`config.mk`:
```
export PLATFORM = sky130hd
export DESIGN_NAME = pp_accumulator
export DESIGN_NICKNAME = d
export VERILOG_FILES = /design/src/rtl/mult_pkg.sv /design/src/rtl/csa3to2.sv /design/src/rtl/pp_accumulator.sv
export SDC_FILE = /design/constraint.sdc
export NUM_CORES = 1
export LEC_CHECK = 0
export BUFFER_PORTS_ARGS = -buffer_cell sky130_fd_sc_hd__buf_2
export CORE_AREA = 2 2 160 162
export CTS_CLUSTER_DIAMETER = 30
export DETAILED_ROUTE_END_ITERATION = 6
export DIE_AREA = 0 0 162 164
export GPL_ROUTABILITY_DRIVEN = 1
export GPL_TIMING_DRIVEN = 0
export PLACE_DENSITY_LB_ADDON = 0.25
export SYNTH_ARGS = -nofsm -noshare
export SYNTH_HDL_FRONTEND = slang
export SYNTH_SLANG_ARGS = --single-unit
```
`constraint.sdc`:
```
create_clock -name clk -period 5.77 [get_ports clk]
set_input_delay 0.2885 -clock clk [delete_from_list [all_inputs] [get_ports clk]]
set_output_delay 0.2885 -clock clk [all_outputs]
set_load 0.005 [all_outputs]
```
`src/rtl/mult_pkg.sv`:
```
// Shared multiplier datapath types.
// Holds the width/term defaults, the accumulator state encoding and the term-count type.
package mult_pkg;

  localparam int DEF_WIDTH = 64;
  localparam int DEF_TERMS = 7;
  localparam int DEF_CNT_W = $clog2(DEF_TERMS + 1);

  typedef enum logic [1:0] {
    IDLE,
    ACCUM,
    RESOLVE,
    DONE
  } state_t;

  typedef logic [DEF_CNT_W-1:0] cnt_t;

endpackage

```
`src/rtl/csa3to2.sv`:
```
// WIDTH-bit 3:2 carry-save compressor; purely combinational, zero latency, no handshake.
// The carry vector is pre-shifted left by one and the carry out of the top bit is dropped.
module csa3to2 #(
  parameter int WIDTH = 64
) (
  input  logic [WIDTH-1:0] a,
  input  logic [WIDTH-1:0] b,
  input  logic [WIDTH-1:0] d,
  output logic [WIDTH-1:0] sum,
  output logic [WIDTH-1:0] carry
);

  always_comb begin
    sum   = a ^ b ^ d;
    carry = ((a & b) | (a & d) | (b & d)) << 1;
  end

endmodule

```
`src/rtl/pp_accumulator.sv`:
```
// Carry-save accumulator of pre-shifted partial products; result one cycle after the closing beat.
// in_ready is state-only and low from close until the output handshake; the result holds until taken.
module pp_accumulator
  import mult_pkg::*;
#(
  parameter int WIDTH = DEF_WIDTH,
  parameter int TERMS = DEF_TERMS
) (
  input  logic                         clk,
  input  logic                         rst,
  input  logic                         in_valid,
  output logic                         in_ready,
  input  logic [WIDTH-1:0]             in_pp,
  input  logic                         in_last,
  output logic                         out_valid,
  input  logic                         out_ready,
  output logic [WIDTH-1:0]             out_sum,
  output logic [$clog2(TERMS+1)-1:0]   out_count,
  output logic                         out_trunc
);

  localparam int CW = $clog2(TERMS + 1);

  state_t           state, state_nxt;
  logic [WIDTH-1:0] s_q, c_q;
  logic [CW-1:0]    cnt_q;

  logic [WIDTH-1:0] s_base, c_base, s_nxt, c_nxt;
  logic [CW-1:0]    cnt_base, cnt_nxt;
  logic             accept, close;

  // IDLE presents zeros so a new operation starts clean without a clear cycle.
  always_comb begin
    s_base   = (state == IDLE) ? '0 : s_q;
    c_base   = (state == IDLE) ? '0 : c_q;
    cnt_base = (state == IDLE) ? '0 : cnt_q;
    cnt_nxt  = cnt_base + CW'(1);
  end

  csa3to2 #(.WIDTH(WIDTH)) u_csa (
    .a     (s_base),
    .b     (c_base),
    .d     (in_pp),
    .sum   (s_nxt),
    .carry (c_nxt)
  );

  always_ff @(posedge clk or posedge rst) begin
    if (rst) state <= IDLE;
    else     state <= state_nxt;
  end

  always_comb begin
    state_nxt = state;
    in_ready  = 1'b0;
    out_valid = 1'b0;
    accept    = 1'b0;
    close     = 1'b0;
    case (state)
      IDLE, ACCUM: begin
        in_ready = 1'b1;
        accept   = in_valid;
        close    = in_valid && (in_last || (cnt_nxt == CW'(TERMS)));
        if (close)       state_nxt = RESOLVE;
        else if (accept) state_nxt = ACCUM;
      end
      RESOLVE: state_nxt = DONE;
      DONE: begin
        out_valid = 1'b1;
        if (out_ready) state_nxt = IDLE;
      end
      default: state_nxt = IDLE;
    endcase
  end

  always_ff @(posedge clk or posedge rst) begin
    if (rst) begin
      s_q       <= '0;
      c_q       <= '0;
      cnt_q     <= '0;
      out_sum   <= '0;
      out_count <= '0;
      out_trunc <= 1'b0;
    end else begin
      if (accept) begin
        s_q   <= s_nxt;
        c_q   <= c_nxt;
        cnt_q <= cnt_nxt;
      end
      if (close) out_trunc <= ~in_last;
      // Single carry-propagate add resolves the redundant form.
      if (state == RESOLVE) begin
        out_sum   <= s_q + c_q;
        out_count <= cnt_q;
      end
    end
  end

endmodule

```
# Word level (Yosys, flattened, before mapping)
# Cells that the tools add are included.
[totals] regBits=200 latch_bits=0 mem_bits_rw=0 romBits=0 input_bits=69 out_inout_bits=70 wordCells=39 n_memories=0
[op_classes] add_sub_neg=2 mul=0 div_mod_pow=0 order_cmp=0 n_eq_ne=6 shifts=0 muxes=11 n_bitwise=8 n_reduce_logical=5
[ops] cell="bitwise AND 63 bit" count=3
[ops] cell="2-to-1 mux 64 bit" count=2
[ops] cell="XOR 64 bit" count=2
[ops] cell="OR 63 bit" count=2
[ops] cell="adder 64 bit" count=1
[ops] cell="2-to-1 mux 2 bit" count=3
[ops] cell="case mux 2 bit (3 select lines)" count=1
[ops] cell="equality test 2 bit, second input constant" count=2
[ops] cell="2-to-1 mux 1 bit" count=4
[ops] cell="adder 3 x 1 -> 3 bit, second input constant" count=1
[ops] cell="equality test 3 bit, second input constant" count=1
[ops] cell="2-to-1 mux 3 bit" count=1
[ops] cell="!= test 3 bit, second input constant" count=1
[ops] cell="equality test 2 x 1 -> 1 bit, second input constant" count=1
[ops] cell="logical NOT 2 bit" count=1
[ops] cell="!= test 2 bit, second input constant" count=1
[ops] cell="AND reduction 2 bit" count=1
[ops] cell="OR reduction 2 bit" count=1
[ops] cell="logical AND 1 bit" count=1
[ops] cell="logical OR 1 bit" count=1
[ops] cell="NOT 1 bit" count=1

# Logic depth before layout (Yosys ltp)
# Gate-level depths: netlist (run 1).
[depth] depth_word=8 ltp_mapped=11 depth_no_buf=11

# By module
# Synthesis (run 1) repeated with hierarchy kept, for this count alone.
[unflattened] cells_unflattened=1317 hier_area_um2=13446.6
[by_module_without_submodules] module="pp_accumulator" n_inst=1 cells_each=1251 area_each_um2=12150.4 seq_area_each_um2=5029.8
[by_module_without_submodules] module="csa3to2" n_inst=1 cells_each=66 area_each_um2=1296.2 seq_area_each_um2=0.0

# Least setup slack after synthesis (run 1)
# OpenSTA, ideal clock, no wires.
[synth_path] path_type="reg-to-reg" from="register s_q[35]" to="register out_sum[61]" setup_time_ps=69 t_arrival_ps=2851 required_time_ps=5701 slack_ps=2850 stages_incl_launch_ff=12 n_path_buf=1 period_less_slack_ps=2920 cell_sequence="dfrtp_1 ha_1 buf_6 nand4_4 or3_1 or4_4 nor4_2 a211oi_1 a21oi_2 a31oi_2 or4_1 nand3_1"
[synth_via] elab_chain_cells=1
[synth_rtl] item="start, declared" line="pp_accumulator.sv:25" rtl="logic [WIDTH-1:0] s_q, c_q;"
[synth_rtl] item="start signal, assigned" line="pp_accumulator.sv:86" rtl="s_q <= s_nxt;"
[synth_rtl] item="adder 64 bit" line="pp_accumulator.sv:93" rtl="out_sum <= s_q + c_q;"
[synth_rtl] item="end signal, assigned" line="pp_accumulator.sv:93"
[synth_rtl] item="end, declared" line="pp_accumulator.sv:17" rtl="output logic [WIDTH-1:0] out_sum,"
# No other way between the ends.
# A chain may end at the register's enable or synchronous reset.

# Final worst setup path (run 1)
[layout_path] from="register s_q[1]" to="register out_sum[59]"
# Same word-level chain as after synthesis.

==> results by group, run 1 <==
Status
  – Status: finished with violations
  – Failing checks: DRC, hold timing

Finish
  – Fin area: 14,950 um2
  – Share of cells above drive strength 1: ~11%
  – Filler cells: around 2,200
  – Layout Area Growth over Synthesis: 13.13%
  – Diode count: 0
  – Fin cells: 2,053
  – Nets@finish: about 1,900
  – Core Util, Final: about 60%

Synth
  – Syn Area/Cell: 8.513 um2
  – Post-synthesis sequential area ratio: about 38%
  – Async set-reset flop share out of synthesis: 100.0%
  – Most common cell in the netlist: nand2_1
  – Mapped Cells: about 1,600
  – Yosys warning count: 0
  – Post-synth top area share: 37.88%
  – Syn nets: 1,749
  – Cell Area, Synth: 13,210 um2
  – Post-synth top area cell: dfrtp_1
  – Post-synth EDFFs: 0
  – Yosys cell types: 57
  – Top cells by count, synth: 515 x nand2_1, 200 x dfrtp_1, 131 x nor2b_1, 99 x o21ai_0, 85 x a21oi_1
  – Ranking of synthesized cells by area: dfrtp_1 38%, nand2_1 15%, fa_1 9.5%
  – Most used DFF post-synth: dfrtp_1
  – Yosys reg bits: 200

Clock tree
  – Sinks on Clock Net: 200
  – H-Tree Depth: 4
  – CTS tree: built
  – PostCTS Resize Cnt: 0
  – Hold Buf Count CTS: 0
  – Postcts setup bufs: 0
  – CTS Buf Count: 17
  – Clk slew on worst S/H paths: 80 ps
  – Clock Tree Buf Depth: 2
  – Skew-Pair Late Insertion Delay: 450 ps
  – Clock root buffer: clkbuf_16

Die
  – Core Area: 24,820 um2
  – Die height: 164 um
  – Starting Density: approximately 53%
  – Number of core rows: 58
  – Die Area: about 27,000 um2
  – Io pins: 139
  – Die width: 162 um

Critical path
  – CP required: ~6000 ps
  – Crit. End Element: flop
  – Worst-path fanout max: 3
  – Critical Path AT: approximately 4300 ps
  – Reg2Reg Setup Slack: 1780 ps
  – Crit Path Category: flop to flop
  – Crit path launch type: flop

Power and ir drop
  – Power Total: between 8 and 9 mW
  – Cell Pwr Density: 569.8 nW/um2
  – Static Leak: 7.563 nW
  – Peak VDD IR: 0.2464 mV

STA
  – Hold WS: -35.23 ps
  – Worst Clk Skew: 15.61 ps
  – Final worst-path setup slack: 1781 ps
  – Max Slew Vio Count: 0
  – Period utilization: 69.14%
  – Worst Tran Pin Value: 913.0 ps
  – Setup TNS Final: 0 ps
  – Fmax: 250.7 MHz
  – Fin. Hold Viols: 37
  – # setup viols final: 0
  – RSZ-0062 raised after global routing: false
  – Final min period: approximately 4000 ps
  – Slew headroom: 39.13%

Routing
  – Top sig layer: met4
  – M1 WL: 15.32 mm
  – Met3 routed wirelength: about 1.8 mm
  – Drt first pass iters: 7
  – DR WL/cell: approximately 17 um
  – DRC Markers: 1
  – Metal2 WL: ~16 mm
  – Routed Antenna Nets: 0
  – Vias: 11,460
  – Iter 0 DRT Violations: 885
  – Final WL: 34.45 mm
  – Post-DR vias/cell: between 5 and 6

Global route
  – Vias in the first global route: 11,210
  – First-pass GRT wire length: approximately 56 mm
  – Antenna violations before repair: 0
  – Total track usage: 26.60%
  – GRT overflow: 0
  – Pin count of the biggest net entering global routing: a little over 100

Placed design
  – Placed cells: 2,021
  – Pre-CTS setup slack: between 1500 and 2000 ps
  – PortBufs: 138
  – Area after DPL: 14,350 um2
  – GPL Wtd Cong: 0.9148
  – Post-DP HPWL: 25.80 mm

Worst hold path
  – Hold crit path type: primary input to async pin

Run
  – Maxcap violations: 0
-- placed cells by master, fill, tap and decap left out, drive strengths merged, types with 11 or more instances in the layout --
cell type	n
clkbuf	85
nand3	19
a21o	21
nor2	40
o21bai	21
buf	143
inv	35
dfrtp	200
o21a	11
a31oi	11
xnor2	31
xor2	19
fa	63
ha	65
nor3	16
a21oi	86
nand2	516
nor2b	131
nand4	14
o21ai	100
-- area by class of cell --
| type | instances | area (um2) | area share (%) |
|---|---|---|---|
| clock inverter | 14 | 157.7 | 1.055 |
| tap | 330 | 412.9 | 2.762 |
| timing repair buffer | 139 | 718.2 | 4.805 |
| inverter | 27 | 108.9 | 0.7282 |
| sequential | 200 | 5005 | 33.48 |
| buffer | 71 | 296.5 | 1.984 |
| clock buffer | 18 | 439.2 | 2.938 |
| multi-input combinational | 1254 | 7810 | 52.25 |
-- worst max-delay path, stage by stage, from the launching register on --
cell and delay [ps]:
dfrtp_1 400, ha_1 250, fa_1 440, a211oi_1 370, o21ai_0 230, a211oi_1 590
nor4_2 110, a211oi_1 620, a21oi_2 220, a31oi_2 290, xor2_1 220, o21ai_0 100
-- flip-flops by register name, indices dropped and copies added, names as in the netlist --
name	cells
c_q	63
s_q	64
out_sum	64
out_count	3
out_trunc	1
cnt_q	3
state	2
-- metal layers --
layer  up-vias  GRT usage, %
met5         -             0
met3        56         3.864
li1       5493             -
met1      5548         35.81
met4         0         8.206
met2       359         44.82
-- cells by family (layout without fill, tap and decap cells) --
kind of cell    after synthesis  count (layout)  synth area share [%]
buf+inv                      98             269                 3.011
mux                           2               2                0.1515
simple gates                766             766                 25.67
fa+ha+maj                   128             128                 15.70
compound gates              308             308                 14.27
flops                       200             200                 37.88
xor+xnor                     50              50                 3.314
-- where the power goes --
group | switching [mW] | internal, mW
Sequential | 0.512 | 2.01
Combinational | 2.90 | 1.86
Clock | 0.608 | 0.629
Total | 4.02 | 4.50
-- worst paths after layout --
kind,to,start,cells after the start
worst min-delay path,out_sum[3],rst,2
worst max-delay path,out_sum[59],s_q[1],11
max in group asynchronous,c_q[34],rst,3
min in group clk,out_trunc,in_last,2
worst max register to register,out_sum[59],s_q[1],11
worst min register to register,out_sum[1],out_sum[1],2
Power figures use the tool's default switching activity.
==> run 2: changes to the inputs <==
--- a/config.mk
+++ b/config.mk
@@ -6,10 +6,10 @@
 export NUM_CORES = 1
 export LEC_CHECK = 0
 export BUFFER_PORTS_ARGS = -buffer_cell sky130_fd_sc_hd__buf_2
-export CORE_AREA = 2 2 160 162
+export CORE_AREA = 2 2 158 160
 export CTS_CLUSTER_DIAMETER = 30
 export DETAILED_ROUTE_END_ITERATION = 6
-export DIE_AREA = 0 0 162 164
+export DIE_AREA = 0 0 160 162
 export GPL_ROUTABILITY_DRIVEN = 1
 export GPL_TIMING_DRIVEN = 0
 export PLACE_DENSITY_LB_ADDON = 0.25
==> constraint.sdc (replaced) <==
create_clock -name clk -period 4 [get_ports clk]
set_input_delay 0.2 -clock clk [delete_from_list [all_inputs] [get_ports clk]]
set_output_delay 0.2 -clock clk [all_outputs]
set_load 0.005 [all_outputs]
==> results by group, run 2 (synthesis gave the netlist of run 1 again) <==
Placed design
  – GPL Wtd Cong: 0.9289 (was 0.9148)
  – Post-DP HPWL: 26.35 mm (was 25.80 mm)
  – Placed cells: 2,019 (was 2,021)
  – PortBufs: 138 (unchanged)
  – Area after DPL: 14,410 um2 (was 14,350 um2)

Routing
  – Vias: 11,490 (was 11,460)
  – Routed Antenna Nets: 0 (unchanged)
  – Drt first pass iters: 6 (was 7)
  – DRC Markers: 0 (was 1)
  – Final WL: 34.58 mm (was 34.45 mm)
  – Post-DR vias/cell: 5.596 (was 5.580)
  – Iter 0 DRT Violations: 715 (was 885)
  – DR WL/cell: 16.84 um (was 16.78 um)

Clock tree
  – Sinks on Clock Net: 200 (unchanged)
  – Clock Tree Buf Depth: 2 (unchanged)
  – Skew-Pair Late Insertion Delay: 440 ps (was 450 ps)
  – H-Tree Depth: 4 (unchanged)
  – CTS tree: built (unchanged)
  – CTS Buf Count: 17 (unchanged)
  – Clk slew on worst S/H paths: 80 ps (about the same)
  – Clock root buffer: clkbuf_16 (unchanged)
  – Postcts setup bufs: 0 (unchanged)

STA
  – Final min period: 3777 ps (was 3989 ps)
  – Worst Tran Pin Value: 1049 ps (was 913.0 ps)
  – # setup viols final: 0 (unchanged)
  – RSZ-0062 raised after global routing: false (unchanged)
  – Max Slew Vio Count: 0 (unchanged)
  – Period utilization: 94.42% (was 69.14%)
  – Fin. Hold Viols: 0 (was 37)
  – Fmax: 264.8 MHz (was 250.7 MHz)
  – Worst Clk Skew: 16.86 ps (was 15.61 ps)
  – Slew headroom: 30.06% (was 39.13%)

Global route
  – First-pass GRT wire length: 56.97 mm (was 56.48 mm)
  – Vias in the first global route: 11,220 (was 11,210)
  – Pin count of the biggest net entering global routing: 44 (was 102)
  – Antenna violations before repair: 0 (unchanged)
  – GRT overflow: 0 (unchanged)
  – Total track usage: 27.32% (was 26.60%)

Die
  – Io pins: 139 (unchanged)
  – Starting Density: 54.81% (was 53.24%)
  – Core Area: 24,110 um2 (was 24,820 um2)
  – Die width: 160 um (was 162 um)
  – Die Area: 25,920 um2 (was 26,570 um2)
  – Number of core rows: 57 (was 58)
  – Die height: 162 um (was 164 um)

Finish
  – Most frequent cells in the layout: 515 x nand2_1, 200 x dfrtp_1, 138 x buf_2 (unchanged)
  – Fin cells: 2,053 (unchanged)
  – Diode count: 0 (unchanged)
  – Commonest non-fill, non-tap cell in the layout: nand2_1 (unchanged)
  – Nets@finish: 1,914 (was 1,907)
  – Layout Area Growth over Synthesis: 13.59% (was 13.13%)
  – Share of cells above drive strength 1: 11.05% (was 10.85%)
  – Filler cells: 2,163 (was 2,248)
  – Biggest regs: out_sum (64), s_q (64), c_q (63) (unchanged)
  – Fin area: 15,010 um2 (was 14,950 um2)

Power and ir drop
  – Net Sw Frac: 47.26% (was 47.22%)
  – Cell Pwr Density: 813.2 nW/um2 (was 569.8 nW/um2)
  – Register share of total power: 29.9% (was 29.6%)
  – Switching power: 5.767 mW (was 4.022 mW)
  – Static Leak: 7.582 nW (was 7.563 nW)
  – Logic pwr share: 56.2% (was 55.9%)
  – Clock network power share: 13.9% (was 14.5%)
  – Internal power: 6.437 mW (was 4.496 mW)
  – Peak VDD IR: 0.3256 mV (was 0.2464 mV)

Critical path
  – Crit path max-delay cell type: a211oi_1 (unchanged)
  – CP required: 4290 ps (was 6070 ps)
  – Critical Path AT: 4070 ps (was 4290 ps)
  – Crit path max-delay family: compound AO/OA/AOI/OAI gates (unchanged)
  – Worst-path fanout max: 3 (unchanged)
  – Crit. End Element: flop (unchanged)
  – Crit path launch type: flop (unchanged)
  – Crit path launch: s_q[1] (unchanged)
  – Buf+Inv Stages, Crit Path: 0 (unchanged)
  – Max stage delay on crit path: 540 ps (was 620 ps)
  – Worst reg2reg startpoint: s_q[1] (unchanged)
  – Crit Path Category: flop to flop (unchanged)
  – Critical path cell sequence: ha_1 -> fa_1 -> a211oi_1 -> o21ai_0 -> a211oi_2 -> nor4_2 -> a211oi_1 -> a21oi_2 -> a31oi_2 -> xor2_1 -> o21ai_0 (was ha_1 -> fa_1 -> a211oi_1 -> o21ai_0 -> a211oi_1 -> nor4_2 -> a211oi_1 -> a21oi_2 -> a31oi_2 -> xor2_1 -> o21ai_0)

Worst hold path
  – Hold crit path type: primary input to flop (was primary input to async pin)
  – Hold_sp: in_pp[0]

Run
  – Maxcap violations: 0 (unchanged)

Status
  – Status: finished clean (was finished with violations)
[run 2: tightest hold or removal path: stages]
cell and delay (ps):
buf_2 80, ha_1 120, nand2_1 40, nand2_1 50
[run 2: repair_timing]
| item | in CTS | in global routing |
|---|---|---|
| hold buffers | 3 | 0 |
| resized for setup | 0 | 1 |
| hold endpoints to repair | 22 | 0 |
| setup endpoints to repair | 0 | 3 |
[run 2: worst paths after layout]
path,slack (ps),endpoint,cells past startpoint
worst max-delay path,220,out_sum[59],11
worst min register to register,480,out_sum[2],2
worst max register to register,220,out_sum[59],11
min in group asynchronous,370,out_count[1],3
worst min-delay path,90,s_q[0],4
max in group asynchronous,2740,out_sum[43],5
[run 2: power by group through the flow]
| stage | clock network, mW | registers [mW] | logic [mW] |
|---|---|---|---|
| after floorplan | 0 | 3.42 | 4.99 |
| after global placement | 0 | 3.63 | 6.54 |
| after detailed placement | 0 | 3.65 | 6.77 |
| after CTS | 1.72 | 3.63 | 6.83 |
| after global routing | 1.80 | 3.74 | 7.77 |
| final | 1.70 | 3.64 | 6.86 |
[run 2: layout make-up]
cell class	count	area, um2	area share, %
Timing Repair Buffer	146	820.8	5.469
Tap cell	324	405.4	2.701
Sequential cell	200	5005	33.35
Buffer	71	296.5	1.976
Inverter	27	105.1	0.7003
Clock buffer	19	452.9	3.018
Multi-Input combinational cell	1254	7815	52.07
Clock inverter	12	107.6	0.7170
[run 2: layer usage]
metal | routed length (um) | up-vias | GRT usage [%]
met5 | 0 | - | 0
met4 | 1034 | 0 | 10.24
met3 | 1517 | 60 | 3.396
met2 | 16590 | 332 | 45.63
met1 | 15440 | 5583 | 36.90
li1 | - | 5514 | -
[run 2: per-stage QoR]
step                total power, mW  utilization, %  TNS [ps]  hold slack [ps]  setup slack, ps
floorplan                     8.409               -         0            285.7             1080
global placement              10.17           59.37    -22240            384.0           -129.5
detailed placement            10.41           59.79         0            294.3            144.3
CTS                           12.18           62.24         0            67.68            56.71
global route                  13.32           62.26         0            117.3            52.55
finish                        12.20           62.26         0            88.65            223.2
